**config.mk**
```make
export PLATFORM = sky130hd
export DESIGN_NAME = fade_engine
export DESIGN_NICKNAME = d
export VERILOG_FILES = /design/src/rtl/fade_engine.sv
export SDC_FILE = /design/constraint.sdc
export NUM_CORES = 1
export LEC_CHECK = 0
export ABC_AREA = 1
export CAP_MARGIN = 5
export CORE_AREA = 2 2 232 234
export CTS_BUF_LIST = sky130_fd_sc_hd__clkbuf_8
export CTS_CLUSTER_SIZE = 28
export DETAILED_ROUTE_END_ITERATION = 16
export DIE_AREA = 0 0 234 236
export DONT_BUFFER_PORTS = 1
export PLACE_DENSITY_LB_ADDON = 0.3
export SLEW_MARGIN = 40
export SYNTH_ARGS = -nofsm -noshare
export SYNTH_HDL_FRONTEND = slang
export SYNTH_SLANG_ARGS = --single-unit
```
**constraint.sdc**
```tcl
create_clock -name i_clk -period 9.59 [get_ports i_clk]
set_input_delay 0.959 -clock i_clk [delete_from_list [all_inputs] [get_ports i_clk]]
set_output_delay 0.959 -clock i_clk [all_outputs]
set_load 0.03 [all_outputs]
```
**src/rtl/fade_engine.sv**
```systemverilog
// fade_engine: per-tick linear cross-fade of every channel between the start
// and target values held in the channel RAM. A serial restoring divider turns
// elapsed/duration into a fraction once per sweep; each channel is then
// interpolated and streamed out over a valid/ready handshake.
// Optional build macro FADE_GAMMA_EN adds an s_gamma stage that squares the
// interpolated value (o_val = v*v >> c_val_w) at the cost of one cycle per
// channel.
`default_nettype none

module fade_engine #(
  parameter int c_ledboards = 30,
  parameter int c_channels  = c_ledboards * 32,
  parameter int c_addr_w    = $clog2(c_channels),
  parameter int c_max_time  = 1024,
  parameter int c_time_w    = $clog2(c_max_time),
  parameter int c_val_w     = 16,
  parameter int c_frac_w    = 16
) (
  input  logic                i_clk,
  input  logic                i_rst_n,
  input  logic                i_load,
  input  logic [c_time_w-1:0] i_duration,
  input  logic                i_tick,
  output logic [c_addr_w-1:0] o_rd_addr,
  input  logic [c_val_w-1:0]  i_start_val,
  input  logic [c_val_w-1:0]  i_target_val,
  output logic [c_val_w-1:0]  o_val,
  output logic [c_addr_w-1:0] o_val_addr,
  output logic                o_val_valid,
  input  logic                i_val_ready,
  output logic                o_busy,
  output logic                o_sweep_done
);

  localparam int c_cnt_w = (c_frac_w > 1) ? $clog2(c_frac_w) : 1;
  localparam logic [c_addr_w-1:0] c_last_addr = c_addr_w'(c_channels - 1);
  localparam logic [c_cnt_w-1:0]  c_last_step = c_cnt_w'(c_frac_w - 1);
  localparam logic [c_frac_w:0]   c_frac_full = {1'b1, {c_frac_w{1'b0}}};

`ifdef FADE_GAMMA_EN
  typedef enum logic [2:0] {
    s_idle, s_div, s_read, s_calc, s_gamma, s_out, s_done
  } state_t;
`else
  typedef enum logic [2:0] {
    s_idle, s_div, s_read, s_calc, s_out, s_done
  } state_t;
`endif

  // Linear interpolation start + floor((target-start)*frac / 2^c_frac_w).
  // The arithmetic shift of the signed product rounds toward -inf, which keeps
  // the result between start and target without a clamp.
  function automatic logic [c_val_w-1:0] interp(
    input logic [c_val_w-1:0]  s,
    input logic [c_val_w-1:0]  t,
    input logic [c_frac_w:0]   f
  );
    logic signed [c_val_w:0]            diff;
    logic signed [c_val_w+c_frac_w+2:0] prod;
    logic signed [c_val_w+c_frac_w+2:0] shifted;
    logic signed [c_val_w+2:0]          sum;
    diff    = $signed({1'b0, t}) - $signed({1'b0, s});
    prod    = $signed({{(c_frac_w+2){diff[c_val_w]}}, diff})
            * $signed({{(c_val_w+2){1'b0}}, f});
    shifted = prod >>> c_frac_w;
    sum     = $signed({3'b000, s}) + $signed(shifted[c_val_w+2:0]);
    return sum[c_val_w-1:0];
  endfunction

`ifdef FADE_GAMMA_EN
  // Square-law gamma: keep the upper half of v*v.
  function automatic logic [c_val_w-1:0] gamma_sq(input logic [c_val_w-1:0] v);
    logic [2*c_val_w-1:0] sq;
    sq = {{c_val_w{1'b0}}, v} * {{c_val_w{1'b0}}, v};
    return sq[2*c_val_w-1:c_val_w];
  endfunction
`endif

  // Control and output registers (async reset).
  state_t              state_q, state_d;
  logic [c_time_w-1:0] elapsed_q, elapsed_d;
  logic [c_time_w-1:0] duration_q, duration_d;
  logic                pending_q, pending_d;
  logic [c_cnt_w-1:0]  cnt_q, cnt_d;
  logic [c_addr_w-1:0] rd_addr_q, rd_addr_d;
  logic [c_val_w-1:0]  val_q, val_d;
  logic [c_addr_w-1:0] val_addr_q, val_addr_d;
  logic                val_valid_q, val_valid_d;

  // Datapath registers (no reset; always written before use in a sweep).
  logic [c_time_w-1:0] rem_q, rem_d;
  logic [c_time_w-1:0] dur_snap_q, dur_snap_d;
  logic [c_frac_w:0]   frac_q, frac_d;
`ifdef FADE_GAMMA_EN
  logic [c_val_w-1:0]  v_q, v_d;
`endif

  // Divider step and interpolation helpers.
  logic                div_first;
  logic [c_time_w-1:0] rem_in;
  logic [c_time_w-1:0] dur_in;
  logic [c_time_w:0]   rem_sh;
  logic [c_time_w:0]   rem_sub;
  logic                div_bit;
  logic [c_time_w-1:0] rem_next;
  logic [c_frac_w-1:0] frac_in;
  logic [c_frac_w:0]   frac_next;
  logic [c_val_w-1:0]  calc_v;

  // One restoring-division step; the first step of a sweep reads the live
  // elapsed/duration directly, so that cycle doubles as the snapshot.
  always_comb begin
    div_first = (cnt_q == '0);
    rem_in    = div_first ? elapsed_q : rem_q;
    dur_in    = div_first ? duration_q : dur_snap_q;
    rem_sh    = {rem_in, 1'b0};
    rem_sub   = rem_sh - {1'b0, dur_in};
    div_bit   = (rem_sh >= {1'b0, dur_in});
    rem_next  = div_bit ? rem_sub[c_time_w-1:0] : rem_sh[c_time_w-1:0];
    frac_in   = div_first ? '0 : frac_q[c_frac_w-1:0];
    frac_next = {1'b0, frac_in[c_frac_w-2:0], div_bit};
    calc_v    = frac_q[c_frac_w] ? i_target_val
                                 : interp(i_start_val, i_target_val, frac_q);
  end

  // Time base, sweep request and sweep state machine next-state logic.
  always_comb begin
    state_d     = state_q;
    elapsed_d   = elapsed_q;
    duration_d  = duration_q;
    pending_d   = pending_q;
    cnt_d       = '0;
    rd_addr_d   = rd_addr_q;
    val_d       = val_q;
    val_addr_d  = val_addr_q;
    val_valid_d = val_valid_q;
    rem_d       = rem_q;
    dur_snap_d  = dur_snap_q;
    frac_d      = frac_q;
`ifdef FADE_GAMMA_EN
    v_d         = v_q;
`endif

    // A load restarts the fade clock and wins over a simultaneous tick.
    if (i_load) begin
      duration_d = i_duration;
      elapsed_d  = '0;
    end else if (i_tick && (elapsed_q < duration_q)) begin
      elapsed_d = elapsed_q + 1'b1;
    end

    // Ticks arriving mid-sweep collapse into a single follow-up sweep.
    if (i_tick && (state_q != s_idle)) begin
      pending_d = 1'b1;
    end

    case (state_q)
      s_idle: begin
        if (i_tick) begin
          state_d = s_div;
        end
      end

      s_div: begin
        if (div_first) begin
          dur_snap_d = duration_q;
          if ((duration_q == '0) || (elapsed_q >= duration_q)) begin
            frac_d    = c_frac_full;
            rd_addr_d = '0;
            state_d   = s_read;
          end else begin
            rem_d  = rem_next;
            frac_d = frac_next;
            cnt_d  = cnt_q + 1'b1;
          end
        end else begin
          rem_d  = rem_next;
          frac_d = frac_next;
          if (cnt_q == c_last_step) begin
            rd_addr_d = '0;
            state_d   = s_read;
          end else begin
            cnt_d = cnt_q + 1'b1;
          end
        end
      end

      s_read: begin
        state_d = s_calc;
      end

`ifdef FADE_GAMMA_EN
      s_calc: begin
        v_d     = calc_v;
        state_d = s_gamma;
      end

      s_gamma: begin
        val_d       = gamma_sq(v_q);
        val_addr_d  = rd_addr_q;
        val_valid_d = 1'b1;
        state_d     = s_out;
      end
`else
      s_calc: begin
        val_d       = calc_v;
        val_addr_d  = rd_addr_q;
        val_valid_d = 1'b1;
        state_d     = s_out;
      end
`endif

      s_out: begin
        if (i_val_ready) begin
          val_valid_d = 1'b0;
          if (rd_addr_q == c_last_addr) begin
            state_d = s_done;
          end else begin
            rd_addr_d = rd_addr_q + 1'b1;
            state_d   = s_read;
          end
        end
      end

      s_done: begin
        if (pending_q || i_tick) begin
          pending_d = 1'b0;
          state_d   = s_div;
        end else begin
          state_d = s_idle;
        end
      end

      default: begin
        state_d = s_idle;
      end
    endcase
  end

  // Control/output register update with asynchronous clear.
  always_ff @(posedge i_clk or negedge i_rst_n) begin
    if (!i_rst_n) begin
      state_q     <= s_idle;
      elapsed_q   <= '0;
      duration_q  <= '0;
      pending_q   <= 1'b0;
      cnt_q       <= '0;
      rd_addr_q   <= '0;
      val_q       <= '0;
      val_addr_q  <= '0;
      val_valid_q <= 1'b0;
    end else begin
      state_q     <= state_d;
      elapsed_q   <= elapsed_d;
      duration_q  <= duration_d;
      pending_q   <= pending_d;
      cnt_q       <= cnt_d;
      rd_addr_q   <= rd_addr_d;
      val_q       <= val_d;
      val_addr_q  <= val_addr_d;
      val_valid_q <= val_valid_d;
    end
  end

  // Divider and intermediate datapath register update.
  always_ff @(posedge i_clk) begin
    rem_q      <= rem_d;
    dur_snap_q <= dur_snap_d;
    frac_q     <= frac_d;
`ifdef FADE_GAMMA_EN
    v_q        <= v_d;
`endif
  end

  assign o_rd_addr    = rd_addr_q;
  assign o_val        = val_q;
  assign o_val_addr   = val_addr_q;
  assign o_val_valid  = val_valid_q;
  assign o_busy       = (state_q != s_idle);
  assign o_sweep_done = (state_q == s_done);

endmodule

`default_nettype wire

```
==> results.tsv <==
metric	value	unit
clk_pin_slew_worst_paths	0.11	ns
synthTopCellsByCount	inv_1, nand2_1, nor2_1, fa_1, ha_1	
crit_type	input pin to flip-flop	
numCtsBuffers	9	
whs	0.231	ns
endpoint	o_val[15]	
maxCapViolCount	0	
placed_cells	2704	
synth.top_cell.area_share	28.0	%
cp_max_fo	10	
start_util	30.5	%
synth_most_common_cell	inv_1	
r2r_end	o_val[14]	
slew_headroom	48.0	%
wl_per_cell	17.1	µm
rsz0062_at_grt	no	
hold_viol_final	0	
cp-end-kind	flip-flop	
cts-hold-fix-buffers	0	
cts.sinks	102	
place_hpwl	39300	µm
synth_fp_nets	2467	
cts-htree-levels	3	
yosysTopAreaCell	fa_1	
row_count	85	
die-area	55200	µm²
reg2reg_slack	1.62	ns
drt_pass1_iterations	5	
root_buffer	clkbuf_8	
drcViolationCount	0	
vias	13033	
insertion_delay	0.41	ns
ys_types	55	
critPathSlowestCell	fa_1	
post_cts_buffers	0	
grt_pass1_vias	13600	
antenna_found_initial	0	
fp.coreArea	53100	µm²
setup_viol	0	
synth_cells	2029	
finalMaxSlewViolations	0	
clock_path_buffers	2	
setup_slack	0.586	ns
finalNonFillerCells	2720	
totalNegativeSetupSlack	0	ns
grt_max_degree	66	
die_w	234	µm
die_h	236	µm
dr.first_iter.drc_count	847	
gp_congestion	0.922	
synth-edff-count	37	
ios	86	
synthesis.area	16200	µm²
hold_class	input pin to asynchronous set/reset pin	
grt_pass1_wl	74200	µm
syn2layout_area_growth	6.87	%
grt_util_all_layers	17.4	%
cts_resized	0	
final_nets	2457	
dp_worst_setup_slack	0.161	ns
crit_path_start_kind	input pin	
min_period	9.00	ns
antenna_left	0	
worst_pin_slew	0.781	ns
port_buffers	0	
crit_arrival	9.32	ns
yosysSeqAreaShare	16.9	%
status	completed	
critPathMostFrequentCell	inv_1	
wl	46500	µm
skew	0.0209	ns
ys_ff_latch	102	
layout-drive-gt1-share	6.18	%
grt_overflow	0	
diodes	0	
synth_area_leaders	fa_1, ha_1, inv_1, dfrtp_1, nand2_1	
cpPeakStageDelay	0.61	ns
yosysWarnings	0	
avgViaCountPerCell	4.79	
synth.avg_cell_area	7.97	µm²
synthFlopType	dfrtp_1	
r2r_cells	32	
fmax	0.111	GHz
cts_tree	done	
finalCritPeriodShare	93.9	%
cp.required	9.90	ns
crit_start	i_target_val[0]	
async_reset_ff_share	63.7	%
timing.rr.start	frac_q[5]	
per-layer routing:
| layer | track usage [%] | routed length [µm] |
|---|---|---|
| met1 | 23.1 | 20200 |
| met2 | 29.3 | 22700 |
| met3 | 2.20 | 2410 |
| met4 | 5.22 | 1210 |
| met5 | 0 | 0 |
worst max-delay path: cells and delay by family:
family | cells | cell delay, ns
adder cells (fa/ha/maj) | 10 | 4.19
buffers and inverters | 10 | 0.87
AND/OR/NAND/NOR | 13 | 1.23
XOR/XNOR | 1 | 0.23
AO/OA/AOI/OAI | 11 | 1.81
cell families (layout without fill, tap and decap cells):
logic type      count (synthesis)  in the layout  synth area share, %
simple gates                  761            761                 19.8
buf+inv                       501            496                 11.8
fa+ha+maj                     391            391                 40.8
compound gates                229            229                 8.20
flops                         102            102                 16.9
xor+xnor                       45             45                 2.44
cell usage in the layout, fill, tap and decap left out, types with 16 or more instances in the layout:
master    count
a21oi_1      73
buf_4        28
dfrtp_1      65
edfxtp_1     37
fa_1        225
ha_1        165
inv_1       434
nand2_1     400
nand3_1      44
nor2_1      232
o21ai_0      85
xnor2_1      16
xor2_1       29
area by class of cell:
type                    instances  area [µm²]
clock buffers                   9         124
clock inverters                 7        72.6
fillers                      5631       35800
inverters                     451        1700
multi-input cells            1426       11500
flip-flops and latches        102        2740
well taps                     696         871
repair buffers                 29         230
flip-flops by register name, indices dropped and copies added (netlist names):
signal       count
cnt_q            4
pending_q        1
o_val_addr      10
rem_q           10
dur_snap_q      10
elapsed_q       10
o_rd_addr       10
duration_q      10
state_q          3
frac_q          17
o_val           16
o_val_valid      1
through the flow:
step | instance area, µm² | util [%]
finish | 17300 | 32.6
floorplan | 16200 | -
global route | 17300 | 32.6
detailed placement | 17100 | 32.2
CTS | 17300 | 32.5
global placement | 17100 | 32.2
worst min path at each step:
| stage | from | end | slack, ns |
|---|---|---|---|
| 5_1_grt | i_rst_n | duration_q[7] | 0.21 |
| 3_3_place_gp | cnt_q[0] | cnt_q[0] | 0.48 |
| 2_1_floorplan | cnt_q[0] | cnt_q[0] | 0.45 |
| 3_5_place_dp | cnt_q[0] | cnt_q[0] | 0.49 |
| 4_1_cts | i_rst_n | duration_q[6] | 0.20 |
| 6_report | i_rst_n | duration_q[7] | 0.23 |
Power is not shown: default switching activity piles up to over one toggle a cycle in this logic, so the estimate is an artifact.
